## src/rtl/pos_aim.sv

```systemverilog
// Player position and aim controller: button edge detection,
// saturating x/aim steppers and aim-to-slope decode.
module pos_aim (
   input  logic       clk,
   input  logic       reset,
   input  logic       left_x,
   input  logic       right_x,
   input  logic       left_aim,
   input  logic       right_aim,
   output logic [4:0] x_pos,
   output logic [2:0] aim_pos,
   output logic [4:0] run,
   output logic [4:0] rise,
   output logic       dir
);

   logic [3:0] btn;
   logic [3:0] hist;
   logic [3:0] press;
   logic [1:0] s;

   assign btn   = {right_aim, left_aim, right_x, left_x};
   assign press = btn & ~hist;

   // History resets high so a button held through reset gives no step
   always_ff @(posedge clk) begin
      if (!reset) begin
         x_pos   <= 5'd16;
         aim_pos <= 3'd4;
         hist    <= 4'hF;
      end else begin
         hist <= btn;
         if (press[0] && !press[1] && x_pos != 5'd0)
            x_pos <= x_pos - 5'd1;
         else if (press[1] && !press[0] && x_pos != 5'd31)
            x_pos <= x_pos + 5'd1;
         if (press[2] && !press[3] && aim_pos != 3'd0)
            aim_pos <= aim_pos - 3'd1;
         else if (press[3] && !press[2] && aim_pos != 3'd7)
            aim_pos <= aim_pos + 3'd1;
      end
   end

   assign dir = aim_pos[2];
   assign s   = dir ? ~aim_pos[1:0] : aim_pos[1:0];

   always_comb begin
      run  = 5'd16;
      rise = 5'd4;
      unique case (s)
         2'd0: begin run = 5'd16; rise = 5'd4;  end
         2'd1: begin run = 5'd12; rise = 5'd8;  end
         2'd2: begin run = 5'd8;  rise = 5'd12; end
         2'd3: begin run = 5'd4;  rise = 5'd16; end
      endcase
   end

endmodule

```

## config.mk

```make
export PLATFORM = sky130hd
export DESIGN_NAME = pos_aim
export DESIGN_NICKNAME = d
export VERILOG_FILES = /design/src/rtl/pos_aim.sv
export SDC_FILE = /design/constraint.sdc
export NUM_CORES = 1
export LEC_CHECK = 0
export CORE_MARGIN = 8
export CORE_UTILIZATION = 35
export CTS_CLUSTER_SIZE = 40
export DETAILED_ROUTE_END_ITERATION = 12
export MAX_ROUTING_LAYER = met4
export PLACE_DENSITY_LB_ADDON = 0.1
export SYNTH_ARGS = -nofsm -noshare
export SYNTH_HDL_FRONTEND = slang
export SYNTH_SLANG_ARGS = --single-unit
```

## constraint.sdc

```tcl
create_clock -name clk -period 2.2 [get_ports clk]
set_clock_uncertainty 0.1 [all_clocks]
set_input_delay 0.44 -clock clk [delete_from_list [all_inputs] [get_ports clk]]
set_output_delay 0.44 -clock clk [all_outputs]
set_load 0.02 [all_outputs]
```

; ---- Yosys cells after proc, flatten, opt, wreduce, memory -nomap -nowiden
; Index checks and enable logic that the tools add are counted.
[word_totals]
word_cells = 39
reg_bits = 12
out_inout_bits = 19
in_bits = 6
[op_classes]
n_eq_ne = 5
mux = 7
reduce_logical = 17
bitwise_logic = 3
n_addsub = 4
[op_table]
columns = cell, count
row1 = $pmux 5 s4, 2
row2 = $mux 5, 2
row3 = $logic_and 1x1->1, 8
row4 = $mux 3, 2
row5 = $add 5x1->5 const B, 1
row6 = $ne 5x5->1 const B, 1
row7 = $reduce_bool 5->1, 1
row8 = $sub 5x1->5 const B, 1
row9 = $and 4x4->4, 1
row10 = $eq 2x2->1 const B, 2
row11 = $logic_not 1->1, 4
row12 = $not 4->4, 1
row13 = $reduce_bool 2->1, 2
row14 = $add 3x1->3 const B, 1
row15 = $ne 3x3->1 const B, 1
row16 = $reduce_bool 3->1, 1
row17 = $sub 3x1->3 const B, 1
row18 = $eq 2x1->1 const B, 1
row19 = $logic_not 2->1, 1
row20 = $mux 2, 1
row21 = $not 2->2, 1

; ---- Depth between registers and ports, before layout
; Gate-level depths: netlist of run 1.
[depth]
ltp_word = 7
depth_mapped = 8
mapped_depth_nobuf = 8

; ---- Least setup slack after synthesis of run 1
; Ideal clock, no wire load.
[synth_timing]
path_kind = flip-flop to flip-flop
from = register x_pos[0]
to = register x_pos[4]
required_ns = 1.971
period_less_slack_ns = 2.396
stages_incl_launch_ff = 9
setup_slack_ns = -0.196
setup_ns = 0.129
t_arrival_ns = 2.167
n_path_buf = 0
path_cell_list = dfxtp_1 or4_1 o211ai_2 inv_2 ha_1 nand2b_1 a21oi_1 nor4b_1 nor4_1
[synth_via]
elab_chain_cells = 3
word_cells_on_any_way = 9
classes_between = 2 x add/sub / 1 x eq/ne / 2 x mux / 4 x reduce/logical
[synth_lines]
columns = element, line
row1 = start: declaration, 10  ; output logic [4:0] x_pos,
row2 = start signal: assignment, 34  ; x_pos <= x_pos - 5'd1;
row3 = start signal: assignment, 36  ; x_pos <= x_pos + 5'd1;
row4 = "$add 5x1->5, or another cell as far along", 36
row5 = "$mux 5, or another cell as far along", 35  ; else if (press[1] && !press[0] && x_pos != 5'd31)
row6 = $mux 5 or $reduce_bool 2->1 (tied branches), --
; Several ways; a longest one is shown, not always the timed one. The select of a mux whose other input is x is not followed.
; A chain may end at the register's enable or synchronous reset.

; ---- Final worst setup path of run 1
; Ends and elaborated chain as after synthesis.

==> impl_metrics.csv, run 1 <==
group,metric,value,unit
run_status,status,"finished, violations left",
run_status,failed_checks,"negative setup slack",
sta,clock.fmax,437,MHz
critical_path,startpoint,"x_pos[0]",
sta,setup_ws,-0.0881,ns
route,drt_wl_total,2.04,mm
global_route,gr-total-overflow,0,
sta,setup_viol_count_final,2,
sta,holdWs,0.507,ns
finish,diodes,0,
critical_path,required,2.29,ns
route,ant_nets,0,
die,initial_core_util,0.368,
clock_network,clkLatencyLatePin,0.27,ns
critical_path,critPathKind,"reg -> reg",
finish,final_nets,144,
route,firstDrtPassIters,4,
critical_path,crit_chain,"or4_4 -> o211ai_4 -> inv_4 -> ha_4 -> nor2_4 -> a21oi_4 -> and4_1 -> nor4_2",
clock_network,root_buffer,"clkbuf_4",
global_route,grt_pass1_wl,3.35,mm
synth,synthSimpleGateAreaFrac,0.273,
clock_network,clock_sinks,12,
die,pin_count,25,
synth,ys_ff_latch,12,
critical_path,path_buf_inv,1,
synth,synth_area,815,µm²
synth,synth_mux_area_frac,0.0507,
clock_network,cts.path.max_buffers,2,
hold_path,hp-class,"reg -> reg",
critical_path,cpPeakStageDelay,0.53,ns
synth,synth.top_cell.area_share,0.295,
synth,synth-xor-area-share,0.0108,
route,drc_errors,0,
die,die-area,4130,µm²
critical_path,rr_startpoint,"x_pos[0]",
synth,synth_top_family_by_area,"simple AND/OR/NAND/NOR gates",
flow_run,max-cap-violations,0,
critical_path,crit_arrival,2.38,ns
route,num_vias,784,
finish,final_cell_mix,"clkdlybuf4s50_1, buf_4, nand2b_1",
sta,fin_crit,2.29,ns
synth,synthAdderAreaFrac,0.126,
route,wire_per_inst,12.9,µm
global_route,antenna_found_initial,0,
clock_network,cts_tree,"done",
finish,drive_above_1_share,0.369,
critical_path,start_kind,"register",
clock_network,cts_buffers,3,
critical_path,crit_path_end_kind,"register",
synth,synth_compound_area_frac,0.138,
sta,rsz0062_at_grt,"yes",
finish,final_common_cell,"clkdlybuf4s50_1",
finish,fin_util,0.593,
placement,dp_hpwl,1.58,mm
sta,finalCritPeriodShare,1.04,
placement,gp_congestion,0.812,
critical_path,r2r_end,"x_pos[4]",
synth,yosys.area.top_type,"dfxtp_1",
sta,fin_setup_tns,-0.125,ns
global_route,grt_max_degree,15,
pwr,pwr_density_cell,501,nW/µm²
route,via_per_inst,4.96,
critical_path,cp_num_cells,8,
synth,synth_area_per_cell,8.57,µm²
route,drtIter0Drc,14,
finish,multi_input_area,631,µm²
synth,yosysSeqAreaShare,0.295,
clock_network,cts.clk_slew.worst_paths,0.08,ns
die,fp.dieW,64.2,µm
critical_path,worst_path_max_delay_cell,"or4_4",
critical_path,crit_family,"simple AND/OR/NAND/NOR gates",
clock_network,htreeDepth,1,
finish,n_fill_cell,202,
finish,syn_to_final_growth,61.0,%
placement,io_buffer_count,20,
critical_path,r2r_cells,8,
pwr,ir_worst_vdd,0.299,mV
die,die_height,64.2,µm
critical_path,rrSetupSlack,-0.09,ns
synth,yosys-top-cells-area,"dfxtp_1, ha_1, nand2b_1",
pwr,leakage,0.000568,µW
global_route,grt_pass1_vias,718,
critical_path,setup.worst_path.end,"x_pos[4]",
critical_path,worst-path-max-fanout,4,
synth,synthDistinctLibCells,34,
finish,register_area,253,µm²
sta,slew_viol_final,0,
global_route,grtUsageTotal,0.102,
die,std_cell_rows,17,
synth,syn_inst,95,
clock_network,ctsHoldBuffers,0,
die,fp.coreArea,2210,µm²
synth,yosys_warnings,0,
sta,hold_viol,0,
## cells in the mapped netlist, drive strengths merged
library cell  instances
nand2                 6
and4                  2
fa                    2
nand3                 3
nor3                  2
dfxtp                12
nor3b                 1
xor2                  1
mux2i                 3
o311a                 2
or4                   1
clkbuf                2
nor2                  5
nand2b               10
buf                   6
or3                   2
nor4                  2
o21ai                 7
conb                  1
o21a                  1
and3                  1
inv                   8
a211oi                3
o211ai                1
a21oi                 2
mux2                  1
nor2b                 2
nor4b                 1
ha                    5
## how the worst min path moves through the flow
stage | cells after the start | startpoint | slack [ns] | to
after floorplan | 2 | x_pos[2] | 0.42 | x_pos[2]
after global placement | 3 | x_pos[2] | 0.49 | x_pos[2]
after detailed placement | 3 | x_pos[2] | 0.51 | x_pos[2]
after CTS | 2 | aim_pos[2] | 0.51 | aim_pos[2]
after global routing | 2 | aim_pos[2] | 0.53 | aim_pos[2]
final | 2 | aim_pos[2] | 0.51 | aim_pos[2]
## metal layers
metal	part of all wire	global-route usage	vias up	wire, µm
li1	-	-	390	-
met1	0.48	0.131	373	980
met2	0.45	0.143	19	911
met3	0.065	0.0366	2	132
met4	0.0054	0.0381	0	11
met5	0	-	-	0
## metrics by stage
| stage | instances | worst slack, ns | instance area [µm²] | power [µW] |
|---|---|---|---|---|
| global route | 158 | -0.165 | 1310 | 695 |
| CTS | 158 | -0.0855 | 1240 | 656 |
| global placement | 153 | -0.314 | 1180 | 465 |
| finish | 158 | -0.0881 | 1310 | 657 |
| detailed placement | 153 | -0.381 | 1180 | 468 |
| floorplan | 98 | -0.0650 | 885 | 377 |
## worst reg2reg max path, cell delays in order, from the launching register on
cell      delay, ns
dfxtp_4        0.36
or4_4          0.53
o211ai_4       0.27
inv_4          0.10
ha_4           0.27
nor2_4         0.10
a21oi_4        0.05
and4_1         0.20
nor4_2         0.24
## registers in the layout, summed over array words and instances (netlist names)
name	cells
hist	4
x_pos	5
aim_pos	3
## power breakdown
| group | internal [µW] | total, µW | switching [µW] |
|---|---|---|---|
| clock | 101 | 180 | 79.2 |
| combinational | 115 | 233 | 118 |
| sequential | 231 | 244 | 12.9 |
## cell families after synthesis
kind of cell             after synthesis
adder cells (fa/ha/maj)                7
buffers and inverters                 16
AND/OR/NAND/NOR                       38
AO/OA/AOI/OAI                         16
XOR/XNOR                               1
multiplexers                           4
other                                  1
flip-flops                            12
## area by class of cell
cell class | instances | area share
sequential | 12 | 0.193
clock buffer | 4 | 0.0277
timing repair buffer | 36 | 0.247
multi-input combinational | 70 | 0.481
inverter | 8 | 0.0248
tap | 28 | 0.0267
## what timing repair did
action	4_1_cts	5_1_grt
endpoints found under the hold margin	0	0
pin swaps	4	9
buffers inserted	1	0
setup endpoints to repair	4	5
gates resized for setup	7	15
No activity file was read; power rests on OpenSTA's default activity.
==> run 2: changes to the inputs <==
Settings changed: ABC_AREA set to 1, CELL_PAD_IN_SITES_DETAIL_PLACEMENT set to 2, CELL_PAD_IN_SITES_GLOBAL_PLACEMENT set to 2, CORE_UTILIZATION 35 to 23.
==> impl_metrics.csv, run 2 <==
group,metric,value,unit
global_route,gr-total-overflow,0,
route,num_vias,812,
sta,clock.fmax,467,MHz
finish,diodes,0,
clock_network,clock_sinks,12,
sta,finalCritPeriodShare,0.973,
clock_network,cts.clk_slew.worst_paths,0.06,ns
global_route,grt_pass1_wl,4.23,mm
synth,synth.most_common_cell,"inv_1",
critical_path,crit_arrival,1.60,ns
route,drt_wl_total,2.40,mm
placement,dp_slack,-0.228,ns
finish,fin_util,0.344,
die,pin_count,25,
synth,synth_area_per_cell,7.47,µm²
critical_path,crit_path_end_kind,"output port",
route,drc_errors,0,
placement,io_buffer_count,20,
synth,async_flop_share,0,
clock_network,ctsHoldBuffers,0,
synth,synth_common_cells,"inv_1, nand2_1, dfxtp_1",
finish,n_fill_cell,458,
synth,yosys-top-cells-area,"dfxtp_1, inv_1, nand2_1",
critical_path,critPathKind,"reg -> out",
critical_path,required,1.66,ns
synth,yosysSeqAreaShare,0.277,
die,initial_core_util,0.239,
synth,synth_area,867,µm²
die,std_cell_rows,22,
critical_path,worst_path_max_delay_cell,"clkdlybuf4s50_1",
clock_network,root_buffer,"clkbuf_8",
global_route,grt_max_degree,11,
sta,slew_viol_final,0,
global_route,grtUsageTotal,0.0880,
pwr,leakage,0.000595,µW
sta,hold_viol,0,
route,ant_nets,0,
route,wire_per_inst,12.4,µm
finish,syn_to_final_growth,44.2,%
clock_network,clkLatencyLatePin,0.25,ns
synth,synthDistinctLibCells,25,
placement,dp_hpwl,1.98,mm
synth,yosys_warnings,0,
synth,synth.top_cell.area_share,0.277,
critical_path,worst-path-max-fanout,5,
critical_path,crit_family,"buffers and inverters",
finish,largest_register,"x_pos",
run_status,status,"complete, no violations",
critical_path,start_kind,"register",
global_route,antenna_found_initial,0,
critical_path,cpPeakStageDelay,0.61,ns
finish,final_common_cell,"inv_1",
route,drtIter0Drc,9,
finish,largest_reg_flops,5,
critical_path,path_buf_inv,2,
die,die_height,77.4,µm
clock_network,cts_buffers,3,
die,die-area,5990,µm²
synth,syn_inst,116,
sta,setup_ws,0.0590,ns
route,firstDrtPassIters,2,
sta,fin_crit,2.14,ns
critical_path,crit_chain,"xnor2_1 -> inv_1 -> nor2_1 -> clkdlybuf4s50_1",
finish,largestRegisters,"x_pos: 5 flops, hist: 4 flops, aim_pos: 3 flops",
die,fp.coreArea,3630,µm²
synth,ys_ff_latch,12,
sta,rsz0062_at_grt,"no",
clock_network,cts_tree,"done",
clock_network,htreeDepth,1,
synth,synth_edf_count,0,
sta,holdWs,0.413,ns
global_route,grt_pass1_vias,889,
synth,synth_flop_cell,"dfxtp_1",
placement,gp_congestion,0.714,
pwr,pwr_density_cell,584,nW/µm²
clock_network,cts.path.max_buffers,2,
pwr,ir_worst_vdd,0.299,mV
die,fp.dieW,77.4,µm
finish,final_nets,160,
sta,setup_viol_count_final,0,
route,via_per_inst,4.19,
finish,drive_above_1_share,0.260,
synth,yosys.area.top_type,"dfxtp_1",
hold_path,hp-class,"reg -> reg",
finish,final_cell_mix,"inv_1, nand2_1, clkdlybuf4s50_1",
flow_run,max-cap-violations,0,
-- run 2: cell types whose count changed after synthesis, moves of 3 or more --
cell,delta
nand2_2,+4
nand2b_1,-10
inv_1,+14
nand3_2,+5
mux2i_1,-3
a21oi_1,+6
nor2_1,+4
nand2_1,+12
o21ai_0,-4
-- run 2: kinds of logic (layout without fill, tap and decap cells) --
kind of cell / after synthesis / in the layout / synth area share
xor gates and xnor gates: 4 / 4 / 0.0404
and+or+nand+nor: 46 / 46 / 0.300
adders and majority gates: 7 / 7 / 0.118
DFF: 12 / 12 / 0.277
AOI/OAI and AO/OA: 15 / 15 / 0.0952
other: 1 / 4 / 0.00432
buffers and inverters: 31 / 58 / 0.165
-- run 2: final cells by class --
cell class              count  area (µm²)  area share
repair buffers             30         272       0.217
clock buffers               4        55.1      0.0440
well taps                  48        60.1      0.0480
flip-flops and latches     12         243       0.194
multi-input cells          76         531       0.424
inverters                  24        90.1      0.0721
-- run 2: what timing repair did --
action / in CTS / in global routing
buffers inserted: 0 / 0
gates cloned: 0 / 0
resized for setup: 6 / 4
pin swaps: 0 / 2
endpoints found under the setup margin: 5 / 1
-- run 2: metrics by stage --
step / cell area, µm² / TNS, ns / cells / total power, µW
final: 1250 / 0 / 194 / 731
after detailed placement: 1160 / -0.439 / 190 / 482
after global routing: 1250 / 0 / 194 / 772
after floorplan: 878 / 0 / 119 / 389
after global placement: 1160 / -0.245 / 190 / 475
after CTS: 1220 / 0 / 194 / 741
-- run 2: per-layer routing --
layer  global-route usage  part of all wire  up-vias
met5                    -                 0        -
met1                0.102              0.47      382
met2                0.140              0.47       18
met4               0.0396             0.016        0
li1                     -                 -      406
met3               0.0230             0.043        6
-- run 2: power by group --
part	internal, µW	switching [µW]	total [µW]
Sequential	233	22.1	255
Clock	159	98.5	257
Combinational	98.5	120	218
-- run 2: final timing paths --
kind         depth (start not counted)  slack, ns  startpoint         end
min                                  1       0.41  aim_pos[0]  aim_pos[0]
min reg2reg                          1       0.41  aim_pos[0]  aim_pos[0]
max                                  4       0.06  aim_pos[1]      run[4]
max reg2reg                          9       0.26  aim_pos[1]  aim_pos[2]
==> run 3: changes to the inputs <==
--- a/config.mk
+++ b/config.mk
@@ -7,3 +7,2 @@
 export LEC_CHECK = 0
-export ABC_AREA = 1
 export CELL_PAD_IN_SITES_DETAIL_PLACEMENT = 2
--- a/constraint.sdc
+++ b/constraint.sdc
@@ -4,2 +4,2 @@
 set_output_delay 0.44 -clock clk [all_outputs]
-set_load 0.02 [all_outputs]
+set_load 0.01 [all_outputs]
==> impl_metrics.csv, run 3 (synthesized netlist as in run 1, its figures left out) <==
group,metric,value,unit
sta,setup_ws,-0.0531,ns
route,num_vias,806,
pwr,pwr_density_cell,491,nW/µm²
sta,fin_crit,2.25,ns
finish,syn_to_final_growth,63.0,%
global_route,grt_pass1_vias,856,
sta,setup_viol_count_final,2,
sta,slew_viol_final,0,
die,std_cell_rows,21,
clock_network,clock_sinks,12,
critical_path,cpPeakStageDelay,0.53,ns
clock_network,ctsHoldBuffers,0,
clock_network,htreeDepth,1,
route,drtIter0Drc,3,
die,die_height,75.5,µm
sta,clock.fmax,444,MHz
clock_network,cts.path.max_buffers,2,
route,drt_wl_total,2.72,mm
finish,largestRegisters,"x_pos: 5 flops, hist: 4 flops, aim_pos: 3 flops",
run_status,status,"finished, violations left",
sta,hold_viol,0,
finish,fin_util,0.395,
placement,gp_congestion,0.849,
finish,final_common_cell,"buf_4",
critical_path,crit_path_end_kind,"register",
die,fp.dieW,75.5,µm
placement,dp.cells,175,
critical_path,crit_family,"compound AO/OA/AOI/OAI gates",
global_route,grtUsageTotal,0.109,
clock_network,clkLatencyLatePin,0.30,ns
critical_path,critPathKind,"reg -> reg",
clock_network,root_buffer,"clkbuf_4",
clock_network,cts_tree,"done",
route,drc_errors,0,
route,ant_nets,0,
finish,drive_above_1_share,0.336,
clock_network,cts_buffers,3,
critical_path,required,2.29,ns
finish,diodes,0,
die,pin_count,25,
global_route,antenna_found_initial,0,
critical_path,crit_chain,"or4_4 -> o211ai_4 -> inv_4 -> ha_4 -> buf_4 -> o21ai_0 -> o21a_1 -> o21ai_1 -> mux2i_1",
finish,largest_register,"x_pos",
clock_network,cts.clk_slew.worst_paths,0.09,ns
critical_path,worst-path-max-fanout,4,
hold_path,hp-class,"reg -> reg",
flow_run,max-cap-violations,0,
global_route,gr-total-overflow,0,
critical_path,start_kind,"register",
sta,rsz0062_at_grt,"yes",
critical_path,crit_arrival,2.34,ns
critical_path,worst_path_max_delay_cell,"or4_4",
route,via_per_inst,4.48,
pwr,leakage,0.000572,µW
route,wire_per_inst,15.1,µm
sta,finalCritPeriodShare,1.02,
die,initial_core_util,0.242,
route,firstDrtPassIters,4,
finish,final_cell_mix,"buf_4, clkdlybuf4s50_1, dfxtp_1",
die,die-area,5700,µm²
critical_path,path_buf_inv,2,
pwr,ir_worst_vdd,0.325,mV
finish,largest_reg_flops,5,
finish,final_nets,148,
run_status,failed_checks,"negative setup slack",
placement,io_buffer_count,20,
placement,dp_hpwl,2.16,mm
global_route,grt_pass1_wl,4.32,mm
finish,final_cells,180,
global_route,grt_max_degree,11,
die,fp.coreArea,3360,µm²
placement,dp_slack,-0.415,ns
[run 3: changes by cell type in the layout (fill, tap and decap cells not counted), moves of 6 or more]
cell      change
nand2_1      -12
inv_1        -13
nand2b_1      +9
a21oi_1       -7
buf_4        +10
nor2_1        -6
[run 3: final cells by class]
| type | instances | area, µm² |
|---|---|---|
| clock buffer | 4 | 36.3 |
| fill | 405 | 2040 |
| inverter | 8 | 32.5 |
| multi-input combinational | 70 | 607 |
| sequential | 12 | 243 |
| tap | 46 | 57.6 |
| timing repair buffer | 40 | 352 |
[run 3: power breakdown]
group,switching (µW),internal (µW)
Sequential,9.86,231
Combinational,103,119
Clock,88.2,101
Total,201,452
[run 3: stage by stage]
| stage | TNS, ns | hold slack (ns) | total power [µW] | area (µm²) |
|---|---|---|---|---|
| CTS | -0.0814 | 0.524 | 657 | 1300 |
| floorplan | -0.0452 | 0.441 | 353 | 876 |
| global placement | -0.873 | 0.496 | 452 | 1220 |
| detailed placement | -1.04 | 0.508 | 459 | 1220 |
| global route | -0.259 | 0.557 | 688 | 1330 |
| finish | -0.0874 | 0.518 | 652 | 1330 |
[run 3: worst min-delay path, cell delays in order, from the launching register on]
cell,delay (ns)
dfxtp_1,0.31
buf_4,0.15
nand2_1,0.05
mux2i_1,0.05
[run 3: layer usage]
| metal | wire length [µm] | up-vias | track usage |
|---|---|---|---|
| met5 | 0 | - | - |
| met3 | 124 | 4 | 0.0382 |
| li1 | - | 401 | - |
| met2 | 1290 | 16 | 0.171 |
| met1 | 1260 | 385 | 0.124 |
| met4 | 46 | 0 | 0.0448 |
[run 3: timing repair]
| action | 4_1_cts | 5_1_grt |
|---|---|---|
| endpoints found under the hold margin | 0 | 0 |
| setup endpoints to repair | 3 | 4 |
| pin swaps | 4 | 6 |
| resized for setup | 11 | 5 |
| setup buffers | 0 | 1 |
| gates cloned | 0 | 0 |
[run 3: worst paths after layout]
path / from / endpoint / slack [ns] / cells past startpoint
worst max-delay path: x_pos[0] / x_pos[3] / -0.05 / 9
worst min-delay path: x_pos[2] / x_pos[2] / 0.52 / 3
worst max register to register: x_pos[0] / x_pos[3] / -0.05 / 9
worst min register to register: x_pos[2] / x_pos[2] / 0.52 / 3
